File: src/rtl/decode_pkg.sv
// Shared definitions for the decode stage: immediate-mode encodings and the
// ID/EX control bundle.
package decode_pkg;

  localparam logic [1:0] IMM_SEXT   = 2'b00;
  localparam logic [1:0] IMM_ZEXT   = 2'b01;
  localparam logic [1:0] IMM_UPPER  = 2'b10;
  localparam logic [1:0] IMM_BRANCH = 2'b11;

  typedef struct packed {
    logic valid;
    logic jump;
    logic reg_write;
    logic mem_read;
  } ex_ctrl_t;

  localparam ex_ctrl_t EX_CTRL_NONE = ex_ctrl_t'(4'b0000);

endpackage

File: src/rtl/decode_stage_param_if.sv
// Decode-stage bus: IF/ID fields, control bits, write-back port and the
// ID/EX outputs. The master drives the decode side; the slave is the stage.
interface decode_stage_param_if #(
  parameter int DATA_W = 32,
  parameter int REG_AW = 5,
  parameter int IMM_W  = 16
);
  logic              id_valid;
  logic [REG_AW-1:0] rs;
  logic [REG_AW-1:0] rt;
  logic [REG_AW-1:0] rd;
  logic [IMM_W-1:0]  imm;
  logic [1:0]        imm_mode;
  logic              jump_in;
  logic              reg_write_cu;
  logic              mem_read_cu;
  logic              ex_stall;
  logic              flush;
  logic              wb_we;
  logic [REG_AW-1:0] wb_addr;
  logic [DATA_W-1:0] wb_data;
  logic              id_stall;
  logic              ex_valid;
  logic [DATA_W-1:0] ex_rs_data;
  logic [DATA_W-1:0] ex_rt_data;
  logic [DATA_W-1:0] ex_imm;
  logic [REG_AW-1:0] ex_rs;
  logic [REG_AW-1:0] ex_rt;
  logic [REG_AW-1:0] ex_rd;
  logic              ex_jump;
  logic              ex_reg_write;
  logic              ex_mem_read;

  modport master (
    output id_valid, rs, rt, rd, imm, imm_mode, jump_in, reg_write_cu, mem_read_cu,
           ex_stall, flush, wb_we, wb_addr, wb_data,
    input  id_stall, ex_valid, ex_rs_data, ex_rt_data, ex_imm, ex_rs, ex_rt, ex_rd,
           ex_jump, ex_reg_write, ex_mem_read
  );

  modport slave (
    input  id_valid, rs, rt, rd, imm, imm_mode, jump_in, reg_write_cu, mem_read_cu,
           ex_stall, flush, wb_we, wb_addr, wb_data,
    output id_stall, ex_valid, ex_rs_data, ex_rt_data, ex_imm, ex_rs, ex_rt, ex_rd,
           ex_jump, ex_reg_write, ex_mem_read
  );
endinterface

File: src/rtl/regfile_bypass.sv
// Register file with two combinational read ports, one write port and
// same-cycle write-back bypass. Register 0 is hard-wired to zero.
module regfile_bypass #(
  parameter int DATA_W = 32,
  parameter int REG_AW = 5
) (
  input  logic              clk,
  input  logic              reset,
  input  logic              we,
  input  logic [REG_AW-1:0] waddr,
  input  logic [DATA_W-1:0] wdata,
  input  logic [REG_AW-1:0] raddr_a,
  input  logic [REG_AW-1:0] raddr_b,
  output logic [DATA_W-1:0] rdata_a,
  output logic [DATA_W-1:0] rdata_b
);
  localparam int NREG = 2 ** REG_AW;

  logic [DATA_W-1:0] regs_r [NREG];

  function automatic logic [DATA_W-1:0] read_port(
    input logic [REG_AW-1:0] ra,
    input logic              w_en,
    input logic [REG_AW-1:0] wa,
    input logic [DATA_W-1:0] wd,
    input logic [DATA_W-1:0] stored
  );
    if (ra == {REG_AW{1'b0}}) begin
      return {DATA_W{1'b0}};
    end else if (w_en && (wa == ra)) begin
      return wd;
    end else begin
      return stored;
    end
  endfunction

  // Storage update; writes to register 0 are dropped.
  always_ff @(posedge clk or negedge reset) begin
    if (!reset) begin
      for (int i = 0; i < NREG; i++) begin
        regs_r[i] <= {DATA_W{1'b0}};
      end
    end else if (we && (waddr != {REG_AW{1'b0}})) begin
      regs_r[waddr] <= wdata;
    end
  end

  // Read ports with write-back bypass.
  always_comb begin
    rdata_a = read_port(raddr_a, we, waddr, wdata, regs_r[raddr_a]);
    rdata_b = read_port(raddr_b, we, waddr, wdata, regs_r[raddr_b]);
  end

endmodule

File: src/rtl/decode_stage_param.sv
// Instruction-decode stage: register read with bypass, immediate extension,
// load-use detection and the stall/flush-controlled ID/EX register.
module decode_stage_param
  import decode_pkg::*;
#(
  parameter int DATA_W = 32,
  parameter int REG_AW = 5,
  parameter int IMM_W  = 16
) (
  input logic                 clk,
  input logic                 reset,
  decode_stage_param_if.slave bus
);
  logic [DATA_W-1:0] rs_data_s;
  logic [DATA_W-1:0] rt_data_s;
  logic [DATA_W-1:0] imm_sext_s;
  logic [DATA_W-1:0] imm_ext_s;
  logic              load_use_s;
  ex_ctrl_t          ctrl_r;
  ex_ctrl_t          ctrl_cap_s;
  logic [DATA_W-1:0] rs_data_r;
  logic [DATA_W-1:0] rt_data_r;
  logic [DATA_W-1:0] imm_r;
  logic [REG_AW-1:0] rs_r;
  logic [REG_AW-1:0] rt_r;
  logic [REG_AW-1:0] rd_r;

  regfile_bypass #(.DATA_W(DATA_W), .REG_AW(REG_AW)) u_rf (
    .clk     (clk),
    .reset   (reset),
    .we      (bus.wb_we),
    .waddr   (bus.wb_addr),
    .wdata   (bus.wb_data),
    .raddr_a (bus.rs),
    .raddr_b (bus.rt),
    .rdata_a (rs_data_s),
    .rdata_b (rt_data_s)
  );

  // Immediate extension by mode.
  always_comb begin
    imm_sext_s = {{(DATA_W-IMM_W){bus.imm[IMM_W-1]}}, bus.imm};
    case (bus.imm_mode)
      IMM_SEXT:   imm_ext_s = imm_sext_s;
      IMM_ZEXT:   imm_ext_s = {{(DATA_W-IMM_W){1'b0}}, bus.imm};
      IMM_UPPER:  imm_ext_s = {bus.imm, {(DATA_W-IMM_W){1'b0}}};
      IMM_BRANCH: imm_ext_s = {imm_sext_s[DATA_W-3:0], 2'b00};
      default:    imm_ext_s = imm_sext_s;
    endcase
  end

  // Hazard detection; rt is compared even for formats that do not read it.
  always_comb begin
    load_use_s = bus.id_valid & ctrl_r.valid & ctrl_r.mem_read
               & (rd_r != {REG_AW{1'b0}})
               & ((rd_r == bus.rs) | (rd_r == bus.rt));
    ctrl_cap_s.valid     = bus.id_valid;
    ctrl_cap_s.jump      = bus.jump_in & bus.id_valid;
    ctrl_cap_s.reg_write = bus.reg_write_cu & bus.id_valid;
    ctrl_cap_s.mem_read  = bus.mem_read_cu & bus.id_valid;
  end

  assign bus.id_stall = load_use_s | bus.ex_stall;

  // ID/EX register: flush beats stall, stall beats bubble; data holds on any of them.
  always_ff @(posedge clk or negedge reset) begin
    if (!reset) begin
      ctrl_r    <= EX_CTRL_NONE;
      rs_data_r <= {DATA_W{1'b0}};
      rt_data_r <= {DATA_W{1'b0}};
      imm_r     <= {DATA_W{1'b0}};
      rs_r      <= {REG_AW{1'b0}};
      rt_r      <= {REG_AW{1'b0}};
      rd_r      <= {REG_AW{1'b0}};
    end else if (bus.flush) begin
      ctrl_r <= EX_CTRL_NONE;
    end else if (bus.ex_stall) begin
      ctrl_r <= ctrl_r;
    end else if (load_use_s) begin
      ctrl_r <= EX_CTRL_NONE;
    end else begin
      ctrl_r    <= ctrl_cap_s;
      rs_data_r <= rs_data_s;
      rt_data_r <= rt_data_s;
      imm_r     <= imm_ext_s;
      rs_r      <= bus.rs;
      rt_r      <= bus.rt;
      rd_r      <= bus.rd;
    end
  end

  assign bus.ex_valid     = ctrl_r.valid;
  assign bus.ex_jump      = ctrl_r.jump;
  assign bus.ex_reg_write = ctrl_r.reg_write;
  assign bus.ex_mem_read  = ctrl_r.mem_read;
  assign bus.ex_rs_data   = rs_data_r;
  assign bus.ex_rt_data   = rt_data_r;
  assign bus.ex_imm       = imm_r;
  assign bus.ex_rs        = rs_r;
  assign bus.ex_rt        = rt_r;
  assign bus.ex_rd        = rd_r;

endmodule
File: src/flat_wrapper.sv
// flat-port wrapper written by rule: the top's interface ports become plain ports
module decode_stage_param_flat import decode_pkg::*;
#(
  parameter int DATA_W = 32,
  parameter int REG_AW = 5,
  parameter int IMM_W  = 16
)
  (clk, reset, bus_id_valid, bus_rs, bus_rt, bus_rd, bus_imm, bus_imm_mode, bus_jump_in, bus_reg_write_cu, bus_mem_read_cu, bus_ex_stall, bus_flush, bus_wb_we, bus_wb_addr, bus_wb_data, bus_id_stall, bus_ex_valid, bus_ex_rs_data, bus_ex_rt_data, bus_ex_imm, bus_ex_rs, bus_ex_rt, bus_ex_rd, bus_ex_jump, bus_ex_reg_write, bus_ex_mem_read);
  decode_stage_param_if #(.DATA_W(DATA_W), .REG_AW(REG_AW), .IMM_W(IMM_W)) bus_i ();
  input logic clk;
  input logic reset;
  input wire logic [$bits(bus_i.id_valid)-1:0] bus_id_valid;
  input wire logic [$bits(bus_i.rs)-1:0] bus_rs;
  input wire logic [$bits(bus_i.rt)-1:0] bus_rt;
  input wire logic [$bits(bus_i.rd)-1:0] bus_rd;
  input wire logic [$bits(bus_i.imm)-1:0] bus_imm;
  input wire logic [$bits(bus_i.imm_mode)-1:0] bus_imm_mode;
  input wire logic [$bits(bus_i.jump_in)-1:0] bus_jump_in;
  input wire logic [$bits(bus_i.reg_write_cu)-1:0] bus_reg_write_cu;
  input wire logic [$bits(bus_i.mem_read_cu)-1:0] bus_mem_read_cu;
  input wire logic [$bits(bus_i.ex_stall)-1:0] bus_ex_stall;
  input wire logic [$bits(bus_i.flush)-1:0] bus_flush;
  input wire logic [$bits(bus_i.wb_we)-1:0] bus_wb_we;
  input wire logic [$bits(bus_i.wb_addr)-1:0] bus_wb_addr;
  input wire logic [$bits(bus_i.wb_data)-1:0] bus_wb_data;
  output wire logic [$bits(bus_i.id_stall)-1:0] bus_id_stall;
  output wire logic [$bits(bus_i.ex_valid)-1:0] bus_ex_valid;
  output wire logic [$bits(bus_i.ex_rs_data)-1:0] bus_ex_rs_data;
  output wire logic [$bits(bus_i.ex_rt_data)-1:0] bus_ex_rt_data;
  output wire logic [$bits(bus_i.ex_imm)-1:0] bus_ex_imm;
  output wire logic [$bits(bus_i.ex_rs)-1:0] bus_ex_rs;
  output wire logic [$bits(bus_i.ex_rt)-1:0] bus_ex_rt;
  output wire logic [$bits(bus_i.ex_rd)-1:0] bus_ex_rd;
  output wire logic [$bits(bus_i.ex_jump)-1:0] bus_ex_jump;
  output wire logic [$bits(bus_i.ex_reg_write)-1:0] bus_ex_reg_write;
  output wire logic [$bits(bus_i.ex_mem_read)-1:0] bus_ex_mem_read;
  assign bus_i.id_valid = bus_id_valid;
  assign bus_i.rs = bus_rs;
  assign bus_i.rt = bus_rt;
  assign bus_i.rd = bus_rd;
  assign bus_i.imm = bus_imm;
  assign bus_i.imm_mode = bus_imm_mode;
  assign bus_i.jump_in = bus_jump_in;
  assign bus_i.reg_write_cu = bus_reg_write_cu;
  assign bus_i.mem_read_cu = bus_mem_read_cu;
  assign bus_i.ex_stall = bus_ex_stall;
  assign bus_i.flush = bus_flush;
  assign bus_i.wb_we = bus_wb_we;
  assign bus_i.wb_addr = bus_wb_addr;
  assign bus_i.wb_data = bus_wb_data;
  assign bus_id_stall = bus_i.id_stall;
  assign bus_ex_valid = bus_i.ex_valid;
  assign bus_ex_rs_data = bus_i.ex_rs_data;
  assign bus_ex_rt_data = bus_i.ex_rt_data;
  assign bus_ex_imm = bus_i.ex_imm;
  assign bus_ex_rs = bus_i.ex_rs;
  assign bus_ex_rt = bus_i.ex_rt;
  assign bus_ex_rd = bus_i.ex_rd;
  assign bus_ex_jump = bus_i.ex_jump;
  assign bus_ex_reg_write = bus_i.ex_reg_write;
  assign bus_ex_mem_read = bus_i.ex_mem_read;
  decode_stage_param #(.DATA_W(DATA_W), .REG_AW(REG_AW), .IMM_W(IMM_W)) u_core (.clk(clk), .reset(reset), .bus(bus_i));
endmodule
File: config.mk
export PLATFORM = sky130hd
export DESIGN_NAME = decode_stage_param_flat
export DESIGN_NICKNAME = d
export VERILOG_FILES = /design/src/rtl/decode_pkg.sv /design/src/rtl/decode_stage_param_if.sv /design/src/rtl/regfile_bypass.sv /design/src/rtl/decode_stage_param.sv /design/src/flat_wrapper.sv
export SDC_FILE = /design/constraint.sdc
export NUM_CORES = 2
export LEC_CHECK = 0
export CORE_MARGIN = 1
export CORE_UTILIZATION = 55
export DETAILED_ROUTE_END_ITERATION = 6
export GPL_ROUTABILITY_DRIVEN = 0
export GPL_TIMING_DRIVEN = 0
export PLACE_DENSITY = 0.73
export SKIP_CTS_REPAIR_TIMING = 1
export SYNTH_ARGS = -nofsm -noshare
export SYNTH_HDL_FRONTEND = slang
export SYNTH_SLANG_ARGS = --single-unit
File: constraint.sdc
create_clock -name clk -period 2.77 [get_ports clk]
set_clock_uncertainty 0.05 [all_clocks]
set_input_delay 0.554 -clock clk [delete_from_list [all_inputs] [get_ports clk]]
set_output_delay 0.554 -clock clk [all_outputs]
set_load 0.03 [all_outputs]
# Word level (Yosys, flattened, before mapping)
# Index checks and enable logic that the tools add are counted.
# word_totals
reg_bits	1139
out_inout_bits	116
# op_classes
n_lt_le_gt_ge	4
n_eq_ne	8
n_mux	17
bitwise	15
reduce_logical	10
# ops
cell	n
$bwmux W1024	1
$bmux W32 S5	2
$mux W32	9
$demux W32 S5	1
$pmux W32 S4	1
$eq A5 B5 Y1	4
$ge A6 B6 Y1 const B	3
$not A5 Y6	3
$mux W4	3
$logic_not A5 Y1	2
$reduce_bool A5 Y1	2
$and A1 B1 Y1	7
$lt A6 B1 Y1 const B	1
$eq A2 B2 Y1 const B	2
$logic_and A1 B1 Y1	4
$not A1 Y1	3
$reduce_and A3 Y1	1
$eq A2 B1 Y1 const B	1
$logic_not A2 Y1	1
$ne A2 B1 Y1 const B	1
$or A1 B1 Y1	2

# Logic depth before layout (Yosys ltp)
# depth
word_depth	7
mapped_depth	10
ltp_nobuf	6

# Cells and area by module
# From an unflattened synthesis, not the netlist that was laid out.
# hier_totals
hier_cells	4151
area_unflattened_um2	60122.7
# modules_own_cells
mod	instances	cells_per_inst	area_per_inst_um2	seq_area_each_um2
regfile_bypass	1	3792	54800.1	25624.6
decode_stage_param	1	359	5322.6	2877.8

# Worst setup path before layout
# OpenSTA, ideal clock, no wires.
# synth_path
path_type	input to register
from	input port bus_rs[2]
to	register u_core.rs_data_r[10] (netlist: u_core.bus.ex_rs_data[10])
setup_ns	0.126
arrival_time_ns	2.625
path_slack_ns	-0.031
stages	8
path_cell_list	clkbuf_1 > clkbuf_1 > clkbuf_1 > mux4_2 > mux4_2 > mux2i_1 > nor2_1 > a221o_1
# synth_via
elab_chain_len	6
# synth_lines
element	line	source
start, declared	flat_wrapper.sv:13	input wire logic [$bits(bus_i.rs)-1:0] bus_rs;
$not A5 Y6 (not written as such)	regfile_bypass.sv:50	rdata_a = read_port(raddr_a, we, waddr, wdata, regs_r[raddr_a]);
$bmux W32 S5	regfile_bypass.sv:50	
$mux W32 (not written as such) (2 in series)	regfile_bypass.sv:50	
$mux W32	regfile_bypass.sv:30	end else if (w_en && (wa == ra)) begin
$mux W32	regfile_bypass.sv:28	if (ra == {REG_AW{1'b0}}) begin
end signal, assigned	decode_stage_param.sv:69	rs_data_r <= {DATA_W{1'b0}};
end signal, assigned	decode_stage_param.sv:83	rs_data_r <= rs_data_s;
end, declared	decode_stage_param.sv:21	logic [DATA_W-1:0] rs_data_r;
# Parallel ways exist; a longest one is shown, timed or not. The select of a mux whose other input is x is not followed.
# A chain may end at the register's enable or synchronous reset.

# Final worst setup path
# layout_path
from	register u_core.rd_r[3] (netlist: u_core.bus.ex_rd[3])
to	output port bus_id_stall
# layout_via
elab_chain_len	4
# layout_lines
element	line	source
start, declared	decode_stage_param.sv:26	logic [REG_AW-1:0] rd_r;
start signal, assigned	decode_stage_param.sv:74	rd_r <= {REG_AW{1'b0}};
start signal, assigned	decode_stage_param.sv:88	rd_r <= bus.rd;
$eq A5 B5 Y1 / $reduce_bool A5 Y1 (equally long branches)	decode_stage_param.sv:56, decode_stage_param.sv:55	
$or A1 B1 Y1 / $and A1 B1 Y1 (equally long branches)	decode_stage_param.sv:56, decode_stage_param.sv:55	
$and A1 B1 Y1 (*)	decode_stage_param.sv:56	& ((rd_r == bus.rs) | (rd_r == bus.rt));
$or A1 B1 Y1 (*)	decode_stage_param.sv:63	assign bus.id_stall = load_use_s | bus.ex_stall;
end, declared	flat_wrapper.sv:26	output wire logic [$bits(bus_i.id_stall)-1:0] bus_id_stall;
# Every way passes the cells marked *; elsewhere a longest branch is shown, timed or not.

==> results.md <==
- The die boundary height is 329.9 µm.
- The max-cap check violation count is 0.
- The cell accounting for the most synthesized area is sky130_fd_sc_hd__dfrtp_1.
- The total area inside the core boundary comes to 105900 µm².
- The number of nets in the finished design is ~4300.
- Setup repair after global routing could not meet its margin everywhere.
- The top cell types in the final layout, fill and taps aside, are sky130_fd_sc_hd__dfrtp_1, sky130_fd_sc_hd__mux2_2, sky130_fd_sc_hd__mux4_2.
- The final reports fail on hold timing, setup timing.
- The main flop type after synthesis is sky130_fd_sc_hd__dfrtp_1.
- After synthesis, the cell types taking the most area are sky130_fd_sc_hd__dfrtp_1, sky130_fd_sc_hd__mux2_2, sky130_fd_sc_hd__mux4_2, sky130_fd_sc_hd__mux2i_1, sky130_fd_sc_hd__clkbuf_1.
- The H-tree was split into 3 levels.
- Synthesis instantiated between 40 and 50 different standard cells from the library.
- Based on the critical path, the design can be clocked at up to roughly 0.33 GHz.
- For this run, the number of Yosys warnings is 0.
- Detailed routing inserted a total of approximately 40000 vias.
- The instance count of the mapped netlist is roughly 3900.
- The total I/O pin count is approximately 200.
- The data required time at the worst endpoint is 2.17 ns.
- The most common cell after layout, fill and taps aside is sky130_fd_sc_hd__dfrtp_1.
- The die is 329.9 µm wide.
- The floorplan step defined a die boundary enclosing 108800 µm².
- The data arrival time of the critical path is about 2.4 ns.
- The number of enable flip-flop cells after synthesis is 0.
- The synthesized design contains ~1100 register bits.
- The number of hold-slack violations in the final timing report came to 88.
- The global router's overall resource usage is 36.45%.
- The routed length on met3 is approximately 19 mm.
- The largest fanout on the critical path is 6.
- The largest net degree at the start of global routing is between 150 and 200.
- The length of the first detailed-routing pass in iterations is 6.
- IR analysis of the VDD net gives a maximum drop of between 600 and 700 µV.
- The minimum setup slack after placement is -2.236 ns.
- The max-slew violation count is 0.
- The sequential fraction of the synthesis area is 48.21%.
- The worst setup path is captured at a primary output.
- The count of endpoints failing setup in the final report is 50.
- Following the worst setup path forward leads to its endpoint at bus_id_stall.
- The share of the synthesized area in the top cell type is between 40% and 50%.
- After detailed routing, the total wire length is between 150 and 200 mm.
- The setup slack of the critical path after layout is -0.2274 ns.
- The met2 wire length is slightly below 90 mm.
- The worst slew margin relative to its limit is between 3 and 4%.
- The post-detailed-route DRC marker count is 0.
- The total number of clock tree sinks is 1139.
- In this run the deepest clock path goes through 3 buffers.
- The maximum cell stage delay along the critical path is ~0.56 ns.
- Dividing total power by cell area gives a power density of between 700 and 800 nW/µm².
- In this run the remaining antenna-violating nets after routing total 0.
- The residual overflow from global routing is 0.
- The worst register-to-register path ends at u_core.bus.ex_rt_data[25].
- In this run the top signal layer used is met5.
- The number of nets in the synthesized netlist is ~4000.
- By startpoint and endpoint, the worst setup path is classified as reg -> out.
- After detailed routing, the number of vias per cell comes to ~7.
- The detailed-routing wirelength on met1 is approximately 76 mm.
- The initialized floorplan defines between 100 and 150 standard-cell rows.
- The DRC violation total after the first TritonRoute iteration is 4394.
- The final critical path takes up 108.2% of the cycle.
- The worst register-to-register path begins at u_core.bus.ex_rd[0].
- Counting tap cells, the placed design contains a total of approximately 5500 instances.
- The initial antenna violation count is 2.
- The clock transition at the registers of the reported paths is about 0.060 ns.
- The start point of the critical path is u_core.bus.ex_rd[3].
- The number of buffers inserted by port buffering is 178.
- In this run the mean area of a mapped cell was 15.21 µm².
- The critical path goes through or4_4 > o2111ai_4 > or2_4 > nand2b_4 > buf_6.
- STA classifies the critical path startpoint as a flip-flop.
- The setup check on the worst reg-to-reg path leaves a slack of -0.12 ns.
- Once layout is complete, the cells apart from fillers number between 5000 and 6000.
- Cells with a size suffix above 1 make up approximately 48% of the layout.
- The mean routed wirelength per cell is around 34 µm.
- The tightest hold margin is -0.3449 ns.
- Subtracting the final worst setup slack from the clock period gives approximately 3 ns.
- Adding up every negative setup slack in the final design gives -2.777 ns.
- For this design the static power due to leakage is a little under 30 nW.
- For the worst flop-to-flop path, the logic depth is 9.
- The layout-stage area growth over the synthesis result is 14.14%.
- The global-route wire length before repair is around 280 mm.
- The flow ran to the end, but the final reports show violations.
- The initial utilization of the core area, before any placement, comes to a little under three fifths.
- Clock tree synthesis selected as its root buffer the cell sky130_fd_sc_hd__clkbuf_16.
- Detailed placement ended at an HPWL of between 100 and 150 mm.
- The proportion of synthesized flip-flops having asynchronous set or reset is 100.0%.
- The CTS tree is built.
- The synthesized cell area is slightly below 60000 µm².
- The type of the tightest min-delay check is in -> async.
- The source-to-sink clock delay at the later pin of the worst-skew pair is about 0.76 ns.
- Counting the buffers created by CTS gives 120.
- The actual slew at the worst max-slew pin is around 1.4 ns.
- The number of global-route vias before repair is ~40000.
- The largest individual stage delay along the critical path comes from the cell sky130_fd_sc_hd__or4_4.
flip-flops by register name, summed over array words and instances (netlist names), 5 cells and up:
signal	flops
u_core.bus.ex_imm	32
u_core.bus.ex_rd	5
u_core.bus.ex_rs	5
u_core.bus.ex_rs_data	32
u_core.bus.ex_rt	5
u_core.bus.ex_rt_data	32
u_core.u_rf.regs_r	1024
per-stage QoR:
stage                     power, mW  instance area, µm²  utilization, %
after global routing          51.24               67470           63.73
after detailed placement      33.05               62870           59.39
after floorplan               29.31               59130               -
after global placement        32.60               62660           59.19
after CTS                     49.37               66830           63.12
final                         49.64               67480           63.74
critical path: cells and delay by family, from the launching register on:
kind,cells,cell delay [ns]
AND/OR/NAND/NOR,3,0.84
AO/OA/AOI/OAI,1,0.24
flip-flops,1,0.42
buffers and inverters,1,0.13
routing by layer:
layer / vias up / global-route usage [%]
li1: 15630 / -
met1: 21340 / 49.29
met2: 2222 / 54.69
met3: 543 / 10.05
met4: 2 / 17.87
met5: - / 0
power breakdown:
group | total [mW] | switching, mW | internal [mW]
clock | 16.5 | 6.95 | 9.53
combinational | 11.0 | 4.74 | 6.28
sequential | 22.1 | 2.33 | 19.8
total | 49.6 | 14.0 | 35.6
synth_stat cells (2+ instances only):
cell                        number
sky130_fd_sc_hd__a31oi_1         3
sky130_fd_sc_hd__mux2_2       1084
sky130_fd_sc_hd__nand3b_1        6
sky130_fd_sc_hd__nor2b_1        17
sky130_fd_sc_hd__mux2i_1       159
sky130_fd_sc_hd__buf_4           5
sky130_fd_sc_hd__mux4_2        511
sky130_fd_sc_hd__dfrtp_1      1139
sky130_fd_sc_hd__nor3b_1         5
sky130_fd_sc_hd__a211oi_1       32
sky130_fd_sc_hd__xnor2_1         2
sky130_fd_sc_hd__buf_2          86
sky130_fd_sc_hd__and2_1         34
sky130_fd_sc_hd__a21oi_1        67
sky130_fd_sc_hd__o221ai_1       31
sky130_fd_sc_hd__a221oi_1       31
sky130_fd_sc_hd__nand4b_1        3
sky130_fd_sc_hd__o22ai_1        31
sky130_fd_sc_hd__clkbuf_1      290
sky130_fd_sc_hd__o2111ai_1       2
sky130_fd_sc_hd__nor3_1          4
sky130_fd_sc_hd__nand2b_1        4
sky130_fd_sc_hd__o21ai_0        35
sky130_fd_sc_hd__nand3_1         4
sky130_fd_sc_hd__or2_2           3
sky130_fd_sc_hd__nand2_1        76
sky130_fd_sc_hd__nor4_1          2
sky130_fd_sc_hd__xor2_1         18
sky130_fd_sc_hd__nor2_1         60
sky130_fd_sc_hd__a221o_1        63
sky130_fd_sc_hd__inv_1           3
sky130_fd_sc_hd__o21ai_1         2
sky130_fd_sc_hd__buf_6           3
sky130_fd_sc_hd__buf_1          61
worst min path at each step:
stage                                     to  slack [ns]  cells after the start
detailed placement   u_core.u_rf.regs_r[996]        0.42                      1
global placement    u_core.u_rf.regs_r[1012]        0.41                      1
CTS                    u_core.bus.ex_imm[12]       -0.31                      1
finish                 u_core.bus.ex_imm[12]       -0.34                      1
global route           u_core.bus.ex_imm[12]       -0.30                      1
floorplan               u_core.bus.ex_imm[0]        0.21                      0
cell families (layout without fill, tap and decap cells):
group	after synthesis	after routing	share of synthesized area, %
xor+xnor	20	20	0.2963
simple gates	225	225	1.841
mux	1754	1754	42.81
other cells	0	4	0
buf+inv	448	852	3.096
flops	1139	1139	48.21
compound gates	302	302	3.748
layout make-up:
class / instances / area, µm²
diodes: 4 / 10.01
plain buffers: 443 / 2181
clock buffers: 176 / 3505
clock inverters: 39 / 451.7
fillers: 7706 / 38390
inverters: 3 / 11.26
multi-input cells: 2301 / 29030
flip-flops and latches: 1139 / 28500
well taps: 1391 / 1740
repair buffers: 191 / 2046
Power figures use the tool's default switching activity.
